### src/rtl/vending_pkg.sv
// Shared vending-machine types: coin width and the dispenser state encoding.
package vending_pkg;

    localparam int COIN_W = 4;

    typedef enum logic [2:0] {
        S_IDLE,
        S_PULSE,
        S_WAIT_ACK,
        S_GAP,
        S_DONE,
        S_FAULT
    } dispenser_state_t;

    function automatic int max3(input int a, input int b, input int c);
        int m;
        m = (a > b) ? a : b;
        return (m > c) ? m : c;
    endfunction

endpackage

### src/rtl/cycle_timer.sv
// Loadable down-counter; expired is high once the count reaches zero.
module cycle_timer #(
    parameter int W = 5
) (
    input  logic         clk,
    input  logic         rst_n,
    input  logic         load,
    input  logic [W-1:0] value,
    output logic         expired
);

    logic [W-1:0] cnt_q;

    always_ff @(posedge clk or negedge rst_n) begin
        if (!rst_n) begin
            cnt_q <= '0;
        end else if (load) begin
            cnt_q <= value;
        end else if (cnt_q != '0) begin
            cnt_q <= cnt_q - W'(1);
        end
    end

    assign expired = (cnt_q == '0);

endmodule

### src/rtl/change_dispenser.sv
// Pays out latched change one coin at a time, pulsing the ejector and
// waiting for the coin-drop sensor after each pulse.
module change_dispenser
    import vending_pkg::*;
#(
    parameter int WIDTH        = COIN_W,
    parameter int PULSE_CYCLES = 4,
    parameter int GAP_CYCLES   = 4,
    parameter int ACK_TIMEOUT  = 16
) (
    input  logic             clk,
    input  logic             rst_n,
    input  logic             start,
    input  logic [WIDTH-1:0] change,
    input  logic             coin_ack,
    input  logic             clear_fault,
    output logic             eject,
    output logic             busy,
    output logic             done,
    output logic             fault,
    output logic [WIDTH-1:0] remaining,
    output logic [WIDTH-1:0] coins_paid
);

    localparam int TW =
        $clog2(max3(PULSE_CYCLES, GAP_CYCLES, ACK_TIMEOUT)) + 1;

    dispenser_state_t state_q, state_d;

    logic             ack_q;
    logic             ack_pend_q;
    logic             ack_rise;
    logic             ack_hit;
    logic             tmr_load;
    logic [TW-1:0]    tmr_val;
    logic             tmr_exp;
    logic             eject_q, busy_q, done_q, fault_q;
    logic [WIDTH-1:0] remaining_q, coins_paid_q;

    assign ack_rise = coin_ack & ~ack_q;

    always_comb begin
        state_d = state_q;
        ack_hit = 1'b0;
        unique case (state_q)
            S_IDLE: begin
                if (start)
                    state_d = (change != '0) ? S_PULSE : S_DONE;
            end
            S_PULSE: begin
                if (tmr_exp)
                    state_d = S_WAIT_ACK;
            end
            S_WAIT_ACK: begin
                ack_hit = ack_pend_q | ack_rise;
                if (ack_hit)
                    state_d = (remaining_q <= WIDTH'(1)) ? S_DONE : S_GAP;
                else if (tmr_exp)
                    state_d = S_FAULT;
            end
            S_GAP: begin
                if (tmr_exp)
                    state_d = S_PULSE;
            end
            S_DONE:  state_d = S_IDLE;
            S_FAULT: begin
                if (clear_fault)
                    state_d = S_IDLE;
            end
            default: state_d = S_IDLE;
        endcase
    end

    // The shared timer restarts on every state entry with that state's length.
    assign tmr_load = (state_d != state_q);

    always_comb begin
        tmr_val = '0;
        unique case (state_d)
            S_PULSE:    tmr_val = TW'(PULSE_CYCLES - 1);
            S_WAIT_ACK: tmr_val = TW'(ACK_TIMEOUT - 1);
            S_GAP:      tmr_val = TW'(GAP_CYCLES - 1);
            default:    tmr_val = '0;
        endcase
    end

    cycle_timer #(
        .W(TW)
    ) u_timer (
        .clk     (clk),
        .rst_n   (rst_n),
        .load    (tmr_load),
        .value   (tmr_val),
        .expired (tmr_exp)
    );

    always_ff @(posedge clk or negedge rst_n) begin
        if (!rst_n) begin
            state_q      <= S_IDLE;
            ack_q        <= 1'b0;
            ack_pend_q   <= 1'b0;
            eject_q      <= 1'b0;
            busy_q       <= 1'b0;
            done_q       <= 1'b0;
            fault_q      <= 1'b0;
            remaining_q  <= '0;
            coins_paid_q <= '0;
        end else begin
            state_q    <= state_d;
            ack_q      <= coin_ack;
            ack_pend_q <= (state_q == S_PULSE) & (ack_pend_q | ack_rise);
            eject_q    <= (state_d == S_PULSE);
            busy_q     <= (state_d != S_IDLE);
            done_q     <= (state_d == S_DONE);
            fault_q    <= (state_d == S_FAULT);
            if (state_q == S_IDLE && start) begin
                remaining_q  <= change;
                coins_paid_q <= '0;
            end else if (ack_hit && remaining_q != '0) begin
                remaining_q  <= remaining_q - WIDTH'(1);
                coins_paid_q <= coins_paid_q + WIDTH'(1);
            end
        end
    end

    assign eject      = eject_q;
    assign busy       = busy_q;
    assign done       = done_q;
    assign fault      = fault_q;
    assign remaining  = remaining_q;
    assign coins_paid = coins_paid_q;

endmodule
### config.mk
export PLATFORM = sky130hd
export DESIGN_NAME = change_dispenser
export DESIGN_NICKNAME = d
export VERILOG_FILES = /design/src/rtl/vending_pkg.sv /design/src/rtl/cycle_timer.sv /design/src/rtl/change_dispenser.sv
export SDC_FILE = /design/constraint.sdc
export NUM_CORES = 1
export LEC_CHECK = 0
export BUFFER_PORTS_ARGS = -buffer_cell sky130_fd_sc_hd__buf_4
export CORE_UTILIZATION = 50
export CTS_CLUSTER_SIZE = 20
export DETAILED_ROUTE_END_ITERATION = 16
export HOLD_SLACK_MARGIN = 0.06
export PLACE_DENSITY = 0.72
export SYNTH_ARGS = -nofsm -noshare
export SYNTH_HDL_FRONTEND = slang
export SYNTH_SLANG_ARGS = --single-unit
export TNS_END_PERCENT = 20
### constraint.sdc
create_clock -name clk -period 3.2 [get_ports clk]
set_clock_uncertainty 0.2 [all_clocks]
set_input_delay 0.64 -clock clk [delete_from_list [all_inputs] [get_ports clk]]
set_output_delay 0.64 -clock clk [all_outputs]
set_load 0.02 [all_outputs]
==> results of run 1 <==
==> logic make-up (layout without fill, tap and decap cells) <==
kind of cell | after synthesis | count (layout) | synth area share, %
AO/OA/AOI/OAI | 27 | 27 | 17.10
XOR/XNOR | 7 | 7 | 4.930
flip-flops | 22 | 22 | 44.27
multiplexers | 1 | 1 | 0.9054
adder cells (fa/ha/maj) | 6 | 6 | 6.036
buffers and inverters | 10 | 32 | 3.822
AND/OR/NAND/NOR | 53 | 53 | 22.94
==> registers in the layout, summed over array words and instances (netlist names), 3 cells and up <==
name / flops
remaining: 4
state_q: 3
u_timer.cnt_q: 5
coins_paid: 4
==> synth_stat cells, types with 2 or more instances <==
library cell	count	area [sq um]
a21oi_1	5	25.02
and2_1	2	12.51
clkbuf_1	2	7.510
dfrtp_1	22	550.5
ha_1	6	75.07
inv_1	5	18.77
nand2_1	12	45.04
nand2b_1	3	18.77
nor2_1	13	48.80
nor2b_1	4	25.02
nor3_1	3	15.01
nor4_1	2	12.51
o21a_1	2	15.01
o21ai_0	6	30.03
o221a_2	3	33.78
o31ai_1	3	22.52
or2_2	3	18.77
or3_1	2	12.51
xnor2_1	4	35.03
xor2_1	3	26.28
==> final cells by class <==
type / instances / share of cell area [%]
multi-input cells: 94 / 43.69
clock buffers: 3 / 1.524
inverters: 5 / 1.270
well taps: 28 / 2.371
clock inverters: 1 / 2.032
repair buffers: 23 / 11.85
flip-flops and latches: 22 / 37.26
==> path summary, 6_finish.rpt <==
check                                      start               end  slack, ps
worst max-delay path            u_timer.cnt_q[0]  u_timer.cnt_q[0]        490
worst min-delay path                    coin_ack             ack_q        240
worst max register to register  u_timer.cnt_q[0]  u_timer.cnt_q[0]        490
worst min register to register  u_timer.cnt_q[4]  u_timer.cnt_q[4]        370
max in group asynchronous                  rst_n        state_q[2]       2050
min in group asynchronous                  rst_n  u_timer.cnt_q[2]        540
==> stage by stage <==
stage	power, mW	setup slack [ps]	hold WS, ps	std cells	util [%]
floorplan	1.022	771.1	144.4	126	-
global placement	1.196	528.7	324.1	171	62.18
detailed placement	1.225	408.9	344.9	171	62.18
CTS	1.446	475.3	234.5	176	64.93
global route	1.548	351.0	221.1	176	64.93
finish	1.437	493.6	237.6	176	64.93
==> where the power goes <==
group | internal [mW] | switching, mW
combinational | 0.340 | 0.376
sequential | 0.380 | 0.125
clock | 0.127 | 0.0885
total | 0.847 | 0.590
==> critical path, stage by stage (launching register included) <==
cell and delay [ps]:
dfrtp_1 410, inv_1 110, ha_1 170, nor4b_2 380, buf_4 240, mux2_2 360
a31oi_4 170, nor3_1 100, or3b_1 390, o21ai_0 100
==> metal layers <==
| layer | wire length (um) | vias up | share of wire [%] | GRT usage [%] |
|---|---|---|---|---|
| met4 | 65 | 0 | 2.6 | 10.81 |
| li1 | - | 487 | - | - |
| met5 | 0 | - | 0 | 0 |
| met2 | 1212 | 30 | 48 | 35.68 |
| met3 | 80 | 8 | 3.2 | 2.924 |
| met1 | 1152 | 469 | 46 | 26.87 |
==> impl_results.md, run 1 <==
* Post-Place Cell Area at 1415 sq um
* Max-slew violation count at 0
* Routed len/inst at 14.26 um
* Initial antenna violation count at 0
* Share of cells above drive strength 1 at 25.00%
* Worst hold path type: in -> reg
* Final Critical Period at 2706 ps
* Sequential area share after synthesis at approximately 44%
* GP Congestion at between 0.7 and 0.8
* I/O Buffers at 20
* CTS max path bufs at 2
* Total number of vias at 994
* Number of core rows at 17
* RSZ-0062 raised after global routing: false
* Clk root buf: clkbuf_4
* Die area at 2691 sq um
* DRT antenna net count at 0
* Num CTS Buffers at 3
* Storage cell area at 550.5 sq um
* Setup TNS at 0 ps
* Worst Max-Slew Pin Slew at 639.4 ps
* Hold Vio Cnt, Final at 0
* Die height at 51.88 um
* Most frequent cells in the layout: dfrtp_1, buf_4, nor2_1, nand2_1
* Power Density at 972.2 nW/um^2
* CP arrival at 2740 ps
* Post-synth cell types at 41
* Crit. End Element: flop
* Largest net degree at the start of global routing at 23
* H-tree Lvls at 1
* Postcts setup bufs at 0
* Clock transition at the registers of the reported paths at 130 ps
* Worst Path Max Fanout at 9
* Vias/cell at 5.648
* I/O pin count at 21
* First DRT Iteration DRCs at 20
* Reg2reg path depth at 9
* CTS sink cnt at 22
* Synthesized net count at ~140
* Max Cap Violations at 0
* Crit Path Class: reg -> reg
* Outcome: completed
* Tcrit/Tclk final at 84.58%
* Nets at 164
* HPWL after detailed placement at 1880 um
* Leakage at a little under 0.7 nW
* Cell area after layout at 1478 sq um
* F_max at 0.3695 GHz
* GRT Total Usage at 21.43%
* Worst Setup Start Kind: flop
* Post-synth EDFFs at 0
* WL final at 2510 um
* Initial Utilization at 54.65%
* Synth Register Bits at 22
* Asr flop ratio synth at 100.0%
* Max VDD drop at 0.7042 mV
* Area of the multi-input gates at 645.6 sq um
* Hold Crit Depth at 1
* Hold-fix buffers, CTS at 1
* Total grt overflow at 0
* Antenna fix cells at 0
* CP required at 3230 ps
* YS warnings at 0
* Layout area overhead at 18.81%
* CTS resizes at 0
* First-pass GRT wire length at about 4200 um
* Core Area at 2276 sq um
* Cells after synthesis at 126
* Setup violators final at 0
* Syn Area/Cell at between 9 and 10 sq um
* Skew-Pair Late Insertion Delay at between 300 and 400 ps
* Top FF cell, synth: dfrtp_1
* CTS tree: done
* Die W at between 50 and 60 um
* Worst slew margin at 56.98%
* Vias in the first global route at around 970
* Post-Synthesis Cell Area at 1244 sq um
* FILL cells at 193
* Drt pass-1 iters at 4
* # DRC at 0
Power figures use the tool's default switching activity.
==> run 2: changes to the inputs <==
--- a/config.mk
+++ b/config.mk
@@ -5,12 +5,13 @@
 export SDC_FILE = /design/constraint.sdc
 export NUM_CORES = 1
 export LEC_CHECK = 0
+export ABC_AREA = 1
 export BUFFER_PORTS_ARGS = -buffer_cell sky130_fd_sc_hd__buf_4
-export CORE_UTILIZATION = 50
+export CORE_UTILIZATION = 49
 export CTS_CLUSTER_SIZE = 20
 export DETAILED_ROUTE_END_ITERATION = 16
 export HOLD_SLACK_MARGIN = 0.06
-export PLACE_DENSITY = 0.72
+export PLACE_DENSITY = 0.74
 export SYNTH_ARGS = -nofsm -noshare
 export SYNTH_HDL_FRONTEND = slang
 export SYNTH_SLANG_ARGS = --single-unit
==> constraint.sdc (replaced) <==
create_clock -name clk -period 2.4 [get_ports clk]
set_clock_uncertainty 0.2 [all_clocks]
set_input_delay 0.48 -clock clk [delete_from_list [all_inputs] [get_ports clk]]
set_output_delay 0.48 -clock clk [all_outputs]
set_load 0.02 [all_outputs]
==> impl_results.md, run 2 <==
* Clock transition at the registers of the reported paths at between 100 and 150 ps
* RSZ-0062 raised after global routing: false
* Synth Register Bits at 22
* Skew-Pair Late Insertion Delay at 310 ps
* F_max at roughly 0.48 GHz
* Max-slew violation count at 0
* Register share of total power at a little under a third
* Reg2Reg Capture Point: u_timer.cnt_q[2]
* CTS resizes at 0
* Reg2reg path depth at 10
* GRT Total Usage at 23.03%
* Crit. End Element: flop
* Nets at 200
* Leakage at 0.8020 nW
* Main combinational cell family by area after synthesis: simple AND/OR/NAND/NOR gates
* Total number of vias at 1,112
* Share of cells above drive strength 1 at 17.39%
* Layout area overhead at 17.97%
* Largest Register: u_timer.cnt_q
* Die area at 2778 sq um
* Core Area at 2455 sq um
* Worst Max-Slew Pin Slew at 361.9 ps
* Clk root buf: clkbuf_4
* Outcome: completed
* Yosys top cell by area: dfrtp_1
* CP arrival at 2060 ps
* Max Cap Violations at 0
* I/O Buffers at 20
* Int Pwr at roughly 1.1 mW
* Post-Place Setup Slack at 381.8 ps
* R2R Setup Slk at 330 ps
* Die height at around 53 um
* Count leader, synth: nand2_1
* Syn Area/Cell at roughly 7.9 sq um
* Synthesized net count at 175
* Tcrit/Tclk final at between 80% and 90%
* Post-synthesis mux area share at 0%
* Sequential area share after synthesis at a little over two fifths
* Worst slew margin at 75.62%
* Post-synth EDFFs at 0
* Post-Synth Adder-Cell Area at between 5 and 6%
* Total Power at 2.039 mW
* CTS max path bufs at 2
* Setup TNS at 0 ps
* Die W at 52.71 um
* Crit Path Class: reg -> reg
* First-pass GRT wire length at 4540 um
* Hold Vio Cnt, Final at 0
* CP required at 2390 ps
* Post-Synthesis Cell Area at roughly 1300 sq um
* Synth Area in XOR/XNOR at 4.171%
* Post-synth top area share at 43.69%
* Max VDD drop at ~0.84 mV
* Top FF cell, synth: dfrtp_1
* Antenna fix cells at 0
* Worst Setup Start Kind: flop
* Critical R2R Launch: u_timer.cnt_q[0]
* Initial antenna violation count at 0
* Clock share of power at 10.0%
* Largest net degree at the start of global routing at 23
* Routed len/inst at roughly 12 um
* CP Capture Point: u_timer.cnt_q[2]
* DRT antenna net count at 0
* Drt pass-1 iters at 4
* Largest cells by area after synthesis: dfrtp_1, nand2_1, nor2_1, inv_1, ha_1
* Max incr delay on CP at about 380 ps
* Max FFs per register at 5
* Sw frac at approximately 48%
* Vias/cell at 5.196
* Initial Utilization at between 50 and 60%
* Setup violators final at 0
* Top cells by count, synth: nand2_1, nor2_1, inv_1
* Combinational power share at 58.8%
* Final WS setup at approximately 330 ps
* Final Critical Period at 2072 ps
* CTS sink cnt at 22
* Crit. Startpoint: u_timer.cnt_q[0]
* Cells after synthesis at 160
* GP Congestion at 0.8507
* YS warnings at 0
* I/O pin count at 21
* Simple-Gate Fraction of Synth Area at around 30%
* # DRC at 0
* Commonest non-fill, non-tap cell in the layout: nand2_1
* Worst hold path type: in -> reg
* WL final at 2587 um
* Vias in the first global route at 1,057
* CTS tree: done
* Most frequent cells in the layout: nand2_1, nor2_1, inv_1, dfrtp_1, buf_4
* Slowest cell on crit path: dfrtp_1
* Area fraction in compound gates after synthesis at 8.342%
* HPWL after detailed placement at around 2100 um
* First DRT Iteration DRCs at 23
* Total grt overflow at 0
* Num CTS Buffers at 3
* Number of core rows at 18
* Post-synth cell types at 24
* H-tree Lvls at 1
* Asr flop ratio synth at 100.0%
* Power Density at 1371 nW/um^2
* Net load switching power at about 0.99 mW
* Worst Path Max Fanout at 6
* CP cell instances: inv_1, ha_1, nand2_1, nor2_4, o21ai_0, nand2_1, inv_1, nand3_2, nor2_1, a21oi_1
[run 2: routing by layer]
metal | up-vias | part of all wire (%) | track usage, %
li1 | 560 | - | -
met1 | 511 | 43 | 27.17
met2 | 36 | 50 | 39.24
met3 | 5 | 5.5 | 6.667
met4 | 0 | 1.4 | 8.333
met5 | - | 0 | 0
[run 2: kinds of logic (layout without fill, tap and decap cells)]
| logic type | after synthesis | count (layout) |
|---|---|---|
| adders and majority gates | 6 | 6 |
| AOI/OAI and AO/OA | 17 | 17 |
| buffers and inverters | 26 | 50 |
| DFF | 22 | 22 |
| and+or+nand+nor | 83 | 83 |
| xor gates and xnor gates | 6 | 6 |
[run 2: area by class of cell]
class / count / area, sq um
Fill cell: 222 / 968.4
Sequential cell: 22 / 550.5
Tap cell: 30 / 37.54
Timing Repair Buffer: 21 / 160.2
Clock buffer: 4 / 36.28
Multi-Input combinational cell: 112 / 608.1
Inverter: 25 / 93.84
[run 2: worst min-delay path by stage]
stage	from	endpoint	slack (ps)	cells after the start
after global routing	coin_ack	ack_q	70	1
after floorplan	rst_n	ack_pend_q	-20	0
after detailed placement	rst_n	coins_paid[2]	190	1
after CTS	coin_ack	ack_q	80	1
after global placement	rst_n	coins_paid[0]	180	1
final	coin_ack	ack_q	80	1
[run 2: repair_timing]
item / in CTS / in global routing
setup buffers: 0 / 0
hold buffers: 1 / 0
hold endpoints to repair: 22 / 0
[run 2: power groups by stage]
stage | clock [mW] | combinational (mW) | sequential [mW]
2_1_floorplan | 0 | 0.800 | 0.706
3_3_place_gp | 0 | 1.15 | 0.638
3_5_place_dp | 0 | 1.19 | 0.644
4_1_cts | 0.209 | 1.20 | 0.638
5_1_grt | 0.222 | 1.37 | 0.659
6_report | 0.204 | 1.20 | 0.636
[run 2: stage by stage]
stage / std cells / instance area (sq um) / util, % / hold slack (ps)
2_1_floorplan: 160 / 1260 / - / -15.59
3_3_place_gp: 209 / 1440 / 58.66 / 179.2
3_5_place_dp: 209 / 1440 / 58.66 / 185.4
4_1_cts: 214 / 1486 / 60.55 / 76.17
5_1_grt: 214 / 1486 / 60.55 / 68.11
6_report: 214 / 1486 / 60.55 / 83.31
[run 2: critical path: cells and delay by family (launching register included)]
| family | cells | cell delay [ps] |
|---|---|---|
| and+or+nand+nor | 5 | 570 |
| adders and majority gates | 1 | 220 |
| AOI/OAI and AO/OA | 2 | 380 |
| buffers and inverters | 2 | 200 |
| DFF | 1 | 380 |
